File: src/rtl/centroid_div_pkg.sv
// Shared types and constants for the time-multiplexed centroid divider.
// CENTROID_DIV_ROUND_EN selects round-half-up quotients (one extra iteration).
package centroid_div_pkg;

  typedef enum logic [2:0] {
    S_IDLE,
    S_SELECT,
    S_DIV,
    S_STORE,
    S_DONE
  } state_e;

  localparam int DEF_NUM_CH     = 16;
  localparam int DEF_DIVIDEND_W = 20;
  localparam int DEF_DIVISOR_W  = 12;

  // Rounding widens the dividend by one bit, so the core needs one more step.
  function automatic int iter_of(input int dw);
`ifdef CENTROID_DIV_ROUND_EN
    return dw + 1;
`else
    return dw;
`endif
  endfunction

endpackage

File: src/rtl/seq_divider_core.sv
// Restoring unsigned divider, one quotient bit per enabled cycle.
// N is both the dividend/quotient width and the iteration count.
module seq_divider_core #(
  parameter int N = 20
) (
  input  logic         i_clk,
  input  logic         i_reset,
  input  logic         i_ce,
  input  logic         i_load,
  input  logic [N-1:0] i_dividend,
  input  logic [N-1:0] i_divisor,
  output logic         o_busy,
  output logic [N-1:0] o_quotient
);

  localparam int CW = $clog2(N + 1);

  logic [CW-1:0] r_cnt;
  logic [N:0]    r_rem;
  logic [N-1:0]  r_quo;
  logic [N-1:0]  r_dvs;

  logic [N:0]    w_tmp;
  logic [N:0]    w_diff;
  logic          w_ge;

  assign w_tmp  = {r_rem[N-1:0], r_quo[N-1]};
  assign w_ge   = (w_tmp >= {1'b0, r_dvs});
  assign w_diff = w_tmp - {1'b0, r_dvs};

  always_ff @(posedge i_clk) begin
    if (i_reset) begin
      r_cnt <= '0;
      r_rem <= '0;
      r_quo <= '0;
      r_dvs <= '0;
    end else if (i_ce) begin
      if (i_load) begin
        r_cnt <= CW'(N);
        r_rem <= '0;
        r_quo <= i_dividend;
        r_dvs <= i_divisor;
      end else if (r_cnt != '0) begin
        r_cnt <= r_cnt - CW'(1);
        r_rem <= w_ge ? w_diff : w_tmp;
        r_quo <= (r_quo << 1) | N'(w_ge);
      end
    end
  end

  // Drops during the final step so the caller leaves its wait state with no idle cycle.
  assign o_busy     = (r_cnt > CW'(1));
  assign o_quotient = r_quo;

endmodule

File: src/rtl/centroid_divider_seq.sv
// Walks NUM_CH channels through one shared iterative divider, flagging divide-by-zero.
// Define CENTROID_DIV_ROUND_EN for round-half-up quotients; default truncates.
module centroid_divider_seq
  import centroid_div_pkg::*;
#(
  parameter int NUM_CH     = DEF_NUM_CH,
  parameter int DIVIDEND_W = DEF_DIVIDEND_W,
  parameter int DIVISOR_W  = DEF_DIVISOR_W
) (
  input  logic                           i_clk,
  input  logic                           i_reset,
  input  logic                           i_ce,
  input  logic                           i_start,
  input  logic [NUM_CH-1:0]              i_en,
  input  logic [NUM_CH*DIVIDEND_W-1:0]   i_dividend_flat,
  input  logic [NUM_CH*DIVISOR_W-1:0]    i_divisor_flat,
  output logic                           o_busy,
  output logic                           o_done,
  output logic                           o_all_ready,
  output logic [NUM_CH-1:0]              o_dbz,
  output logic [NUM_CH*DIVIDEND_W-1:0]   o_q_flat
);

  localparam int ITER = iter_of(DIVIDEND_W);
  localparam int CH_W = (NUM_CH > 1) ? $clog2(NUM_CH) : 1;
  localparam logic [CH_W-1:0] LAST_CH = CH_W'(NUM_CH - 1);

  state_e r_state, w_state_nxt;

  logic [NUM_CH-1:0]                 r_en;
  logic [NUM_CH-1:0]                 r_dbz;
  logic [NUM_CH-1:0][DIVIDEND_W-1:0] r_dvd;
  logic [NUM_CH-1:0][DIVIDEND_W-1:0] r_q;
  logic [NUM_CH-1:0][DIVISOR_W-1:0]  r_dvs;
  logic [CH_W-1:0]                   r_ch;
  logic                              r_all_ready;

  logic            w_accept, w_sel_en, w_sel_zero, w_last_ch;
  logic            w_core_load, w_core_busy, w_advance;
  logic [ITER-1:0] w_core_dvd, w_core_dvs, w_core_quo;

  assign w_accept   = (r_state == S_IDLE) && i_start;
  assign w_sel_en   = r_en[r_ch];
  assign w_sel_zero = (r_dvs[r_ch] == '0);
  assign w_last_ch  = (r_ch == LAST_CH);

`ifdef CENTROID_DIV_ROUND_EN
  assign w_core_dvd = ITER'(r_dvd[r_ch]) + ITER'(r_dvs[r_ch] >> 1);
`else
  assign w_core_dvd = ITER'(r_dvd[r_ch]);
`endif
  assign w_core_dvs = ITER'(r_dvs[r_ch]);

  seq_divider_core #(.N(ITER)) u_core (
    .i_clk      (i_clk),
    .i_reset    (i_reset),
    .i_ce       (i_ce),
    .i_load     (w_core_load),
    .i_dividend (w_core_dvd),
    .i_divisor  (w_core_dvs),
    .o_busy     (w_core_busy),
    .o_quotient (w_core_quo)
  );

  always_ff @(posedge i_clk) begin
    if (i_reset)   r_state <= S_IDLE;
    else if (i_ce) r_state <= w_state_nxt;
  end

  always_comb begin
    w_state_nxt = r_state;
    case (r_state)
      S_IDLE:   if (i_start) w_state_nxt = S_SELECT;
      S_SELECT: begin
        if (w_sel_en && !w_sel_zero) w_state_nxt = S_DIV;
        else if (w_last_ch)          w_state_nxt = S_DONE;
      end
      S_DIV:    if (!w_core_busy) w_state_nxt = S_STORE;
      S_STORE:  w_state_nxt = w_last_ch ? S_DONE : S_SELECT;
      S_DONE:   w_state_nxt = S_IDLE;
      default:  w_state_nxt = S_IDLE;
    endcase
  end

  always_comb begin
    o_busy      = (r_state != S_IDLE);
    o_done      = (r_state == S_DONE);
    w_core_load = (r_state == S_SELECT) && w_sel_en && !w_sel_zero;
    w_advance   = ((r_state == S_SELECT) && !w_core_load) || (r_state == S_STORE);
  end

  always_ff @(posedge i_clk) begin
    if (i_reset) begin
      r_en        <= '0;
      r_dvd       <= '0;
      r_dvs       <= '0;
      r_ch        <= '0;
      r_q         <= '0;
      r_dbz       <= '0;
      r_all_ready <= 1'b0;
    end else if (i_ce) begin
      if (w_accept) begin
        r_en        <= i_en;
        r_dvd       <= i_dividend_flat;
        r_dvs       <= i_divisor_flat;
        r_dbz       <= '0;
        r_all_ready <= 1'b0;
        r_ch        <= '0;
      end
      // Empty cluster: flag it and keep the previous centroid.
      if ((r_state == S_SELECT) && w_sel_en && w_sel_zero) r_dbz[r_ch] <= 1'b1;
      if (r_state == S_STORE) r_q[r_ch] <= w_core_quo[DIVIDEND_W-1:0];
      if (w_advance && !w_last_ch) r_ch <= r_ch + CH_W'(1);
      if (w_state_nxt == S_DONE) r_all_ready <= 1'b1;
    end
  end

  assign o_all_ready = r_all_ready;
  assign o_dbz       = r_dbz;
  assign o_q_flat    = r_q;

endmodule

File: config.mk
export PLATFORM = sky130hd
export DESIGN_NAME = centroid_divider_seq
export DESIGN_NICKNAME = d
export VERILOG_FILES = /design/src/rtl/centroid_div_pkg.sv /design/src/rtl/seq_divider_core.sv /design/src/rtl/centroid_divider_seq.sv
export SDC_FILE = /design/constraint.sdc
export NUM_CORES = 2
export LEC_CHECK = 0
export CAP_MARGIN = 15
export CORE_AREA = 2 2 336 338
export CTS_BUF_LIST = sky130_fd_sc_hd__clkbuf_8
export DETAILED_ROUTE_END_ITERATION = 12
export DIE_AREA = 0 0 338 340
export HOLD_SLACK_MARGIN = 0.03
export SYNTH_ARGS = -nofsm -noshare
export SYNTH_HDL_FRONTEND = slang
export SYNTH_HIERARCHICAL = 1
export SYNTH_SLANG_ARGS = --single-unit
File: constraint.sdc
create_clock -name i_clk -period 9.3 [get_ports i_clk]
set_clock_uncertainty 0.1 [all_clocks]
set_input_delay 1.86 -clock i_clk [delete_from_list [all_inputs] [get_ports i_clk]]
set_output_delay 1.86 -clock i_clk [all_outputs]
set_load 0.005 [all_outputs]
==> run summary <==
The floorplan has 123 rows. The average via count per standard cell was 5.065; the data arrival time of the critical path was 6100 ps. The pin count of the biggest net entering global routing was 221. The share of async-settable or async-resettable flops after synthesis was 0; the area taken by multi-input logic gates was 17540 um2. After layout, the design draws a total of 10.45 mW. The routed design has 153500 um of wire. Wire length of the first global-routing pass: 219100 um. Timing-limited maximum frequency: 182.8 MHz.

The net count of the finished layout is 5863. In the synthesized netlist the dominant register cell turns out to be dfxtp_1. After the first detailed-routing iteration, the DRC count stood at 2717. The number of max-slew violations in the final report was 0; the final setup violation count was 0. The tool flagged a number of max-cap violations equal to 0. TritonCTS built the clock tree. Clock tree synthesis inserted a total of 164 buffers. Summed over all layers, the global routing overflow is 0.

The tree is rooted in a clkbuf_8. The overall die height was 340 um. The run gives 23 as the initial antenna violation count. The logs give 110000 um for the HPWL reported at the end of detailed placement and 37860 um2 for the post-synth design cell area. The via count was 35132. The period utilization is 0.5883. The run gives 11057 as the number of fillers in the final layout. The setup fix buffers added after clock tree synthesis was 0.

The number of hold violations in the final report came out at 0. The layout cell share with drive strength beyond 1 is 0.08558, and the clock insertion delay at the later pin of the skew report is 880 ps. The die covers 114900 um2. The placer congestion estimate was 0.8786; the core outline area was 111600 um2. Startpoint kind of the worst setup timing path: a flip-flop. The run gives 5 as the number of search-and-repair iterations in the first detailed-routing pass.

The critical path start-end classification was flip-flop to flip-flop. Averaged over all synthesized cells, the footprint is 8.236 um2. On the final layout, the worst hold slack is 346.1 ps. Pin placement for this block handled 871 I/O pins.

Once the clock tree was built, the resizer swapped 0 gates to a different size. Walking the worst path, the cells encountered are and2_0, a22oi_1, nand2_1, nor4_4, nand3_2, nand2_1, nor3_2, buf_4, nand2b_1, nor2_1, nor2_4, nor2_1, buf_6, and2_1, a311o_1. Across the whole layout, storage elements account for 18770 um2. The sum of negative setup slack is 0 ps, and the number of warnings reported in the yosys synthesis log is 6. Clock-pin slew was measured on the worst setup and hold paths at 60 ps. The run finished with clean final reports. For the register area share after synthesis, the log shows 0.4954. For the pin with the worst max-slew slack, the measured transition is 1200 ps.

Once detail routing completed, the nets flagged for antenna violations numbered 0. In this design, the stage delay of the slowest critical-path cell is 980 ps. The worst setup path is captured at a flip-flop. After synthesis the netlist holds a flip-flop and latch count of 937.

Across the VDD grid, the largest voltage drop is 243.8 uV. For the total global routing track utilization, the log shows 0.2583. The clock passes through at most 3 buffers.

The leakage component of the power was 17.37 nW; the largest driver fanout on the critical path was 41. The tools report the starting density of the core as 0.3393. For the residual DRC count, the log shows 0. Setup repair after global routing left no endpoint under its margin. In the synthesized netlist, the number of instances is 4597.

Dividing the detail-routed wire length by the instance count gives 22.13 um. The setup slack after layout is 3829 ps. From left edge to right edge, the die measures 338 um. The setup slack at placement came out at 3673 ps.

The areal power density over the cells was 206.0 nW/um2. After synthesis, the netlist uses 68 different library cells. The number of buffer cells added on primary ports was 870.

The minimum clock period came out at 5471 ps. The worst hold path belongs to the class flip-flop to flip-flop. In this run, post-CTS hold repair placed 0 buffers.

The worst slew margin relative to its limit was 0.1988. Master of the slowest instance on the critical path: dfxtp_2. The CTS H-tree depth was 4; the number of flops mapped to enable cells by yosys was 0.

Data on the critical path is required at its endpoint by 9930 ps. Relative to the synthesized area, the layout overhead comes to 34.02%. The logs give 33190 for the number of global-route vias before repair and 937 for the sink count of the clock tree.
==> cells in the final DEF, fill, tap and decap left out, types with 8 or more instances in the layout <==
cell type,Yosys,layout
o21ai_0,14,14
clkdlybuf4s50_1,0,869
conb_1,1,8
nor3_1,18,17
clkinv_2,0,9
a22oi_1,24,24
inv_1,31,92
nand2_1,1827,1827
o21ai_1,25,25
or3_1,9,9
xnor2_1,11,11
buf_4,2,44
mux4_2,153,153
nand3_1,12,11
dfxtp_1,937,934
a21oi_1,892,892
ha_1,27,27
nor2_1,65,57
diode_2,0,14
mux2i_1,34,34
a211oi_1,24,24
clkbuf_8,0,200
==> worst max-delay path, delay by kind of cell (launching register included) <==
kind            cells  cell delay, ps
simple gates       11            3060
compound gates      2             550
buf+inv             2             640
flops               1             980
==> per-layer routing <==
layer | part of all wire | track usage | vias up
met5 | 0.00076 | 0 | -
met4 | 0.053 | 0.1356 | 18
met3 | 0.067 | 0.05680 | 318
met2 | 0.47 | 0.4241 | 1235
met1 | 0.41 | 0.3159 | 16823
li1 | - | - | 16738
==> final cells by class <==
cell class,instances,share of cell area
multi-input cells,3248,0.3456
clock inverters,85,0.009864
clock buffers,200,0.05425
diodes,14,0.0006905
well taps,1500,0.03699
flip-flops and latches,937,0.3699
repair buffers,920,0.1803
inverters,32,0.002367
==> report_power, final <==
group | leakage [nW] | internal, mW | switching [mW]
registers | 7.60 | 4.21 | 0.297
clock network | 1.90 | 2.01 | 1.78
logic | 7.86 | 0.895 | 1.26
==> synthesized netlist by cell type (4+ instances only) <==
master / n / area share
nor3_1: 18 / 0.0024
inv_1: 31 / 0.0031
buf_2: 11 / 0.0015
or3_1: 9 / 0.0015
clkbuf_1: 356 / 0.035
mux2i_1: 34 / 0.0090
a21o_1: 7 / 0.0014
buf_1: 12 / 0.0012
buf_6: 6 / 0.0018
o21ai_1: 25 / 0.0033
o211ai_1: 7 / 0.0014
dfxtp_1: 937 / 0.50
nand4_1: 5 / 0.00083
a21oi_1: 892 / 0.12
a22oi_1: 24 / 0.0048
and2_1: 6 / 0.00099
o21ai_2: 5 / 0.0012
nor2_1: 65 / 0.0064
xor2_1: 6 / 0.0014
xnor2_1: 11 / 0.0025
nor2b_1: 6 / 0.00099
nand2_1: 1827 / 0.18
a22o_1: 7 / 0.0016
ha_1: 27 / 0.0089
nand3_1: 12 / 0.0016
mux4_2: 153 / 0.091
o21a_1: 4 / 0.00079
a211oi_1: 24 / 0.0048
o21ai_0: 14 / 0.0019
a31oi_1: 5 / 0.00083
nand2b_1: 5 / 0.00083
==> final timing paths <==
| path | start | to | slack [ps] | cells after the start |
|---|---|---|---|---|
| max | r_ch[3] | u_core/r_rem[13] | 3830 | 15 |
| min | o_dbz[7] | o_dbz[7] | 350 | 2 |
| max reg2reg | r_ch[3] | u_core/r_rem[13] | 3830 | 15 |
| min reg2reg | o_dbz[7] | o_dbz[7] | 350 | 2 |
==> sequential cells by signal, summed over array words and instances, names as in the netlist <==
| name | flops |
|---|---|
| r_ch | 4 |
| u_core/o_quotient | 20 |
| r_dvd | 320 |
| r_state | 3 |
| r_en | 16 |
| o_all_ready | 1 |
| u_core/r_rem | 20 |
| u_core/r_cnt | 5 |
| u_core/r_dvs | 20 |
| o_q_flat | 320 |
| o_dbz | 16 |
| r_dvs | 192 |
==> cells by family (layout without fill, tap and decap cells) <==
| group | after synthesis | in the layout | synth area share |
|---|---|---|---|
| AOI/OAI and AO/OA | 1037 | 1037 | 0.1462 |
| xor gates and xnor gates | 17 | 17 | 0.003933 |
| adders and majority gates | 28 | 28 | 0.009451 |
| buffers and inverters | 419 | 1237 | 0.04329 |
| DFF | 937 | 937 | 0.4954 |
| muxes | 187 | 187 | 0.1000 |
| other | 1 | 22 | 0.00009905 |
| and+or+nand+nor | 1971 | 1971 | 0.2016 |
==> stage by stage <==
step                  util  area, um2  instances
floorplan                -      37890       4604
global placement    0.4249      47410       6633
detailed placement  0.4252      47440       6636
CTS                 0.4543      50690       6921
global route        0.4547      50730       6932
finish              0.4548      50740       6936
(Power assumes the default switching activity.)
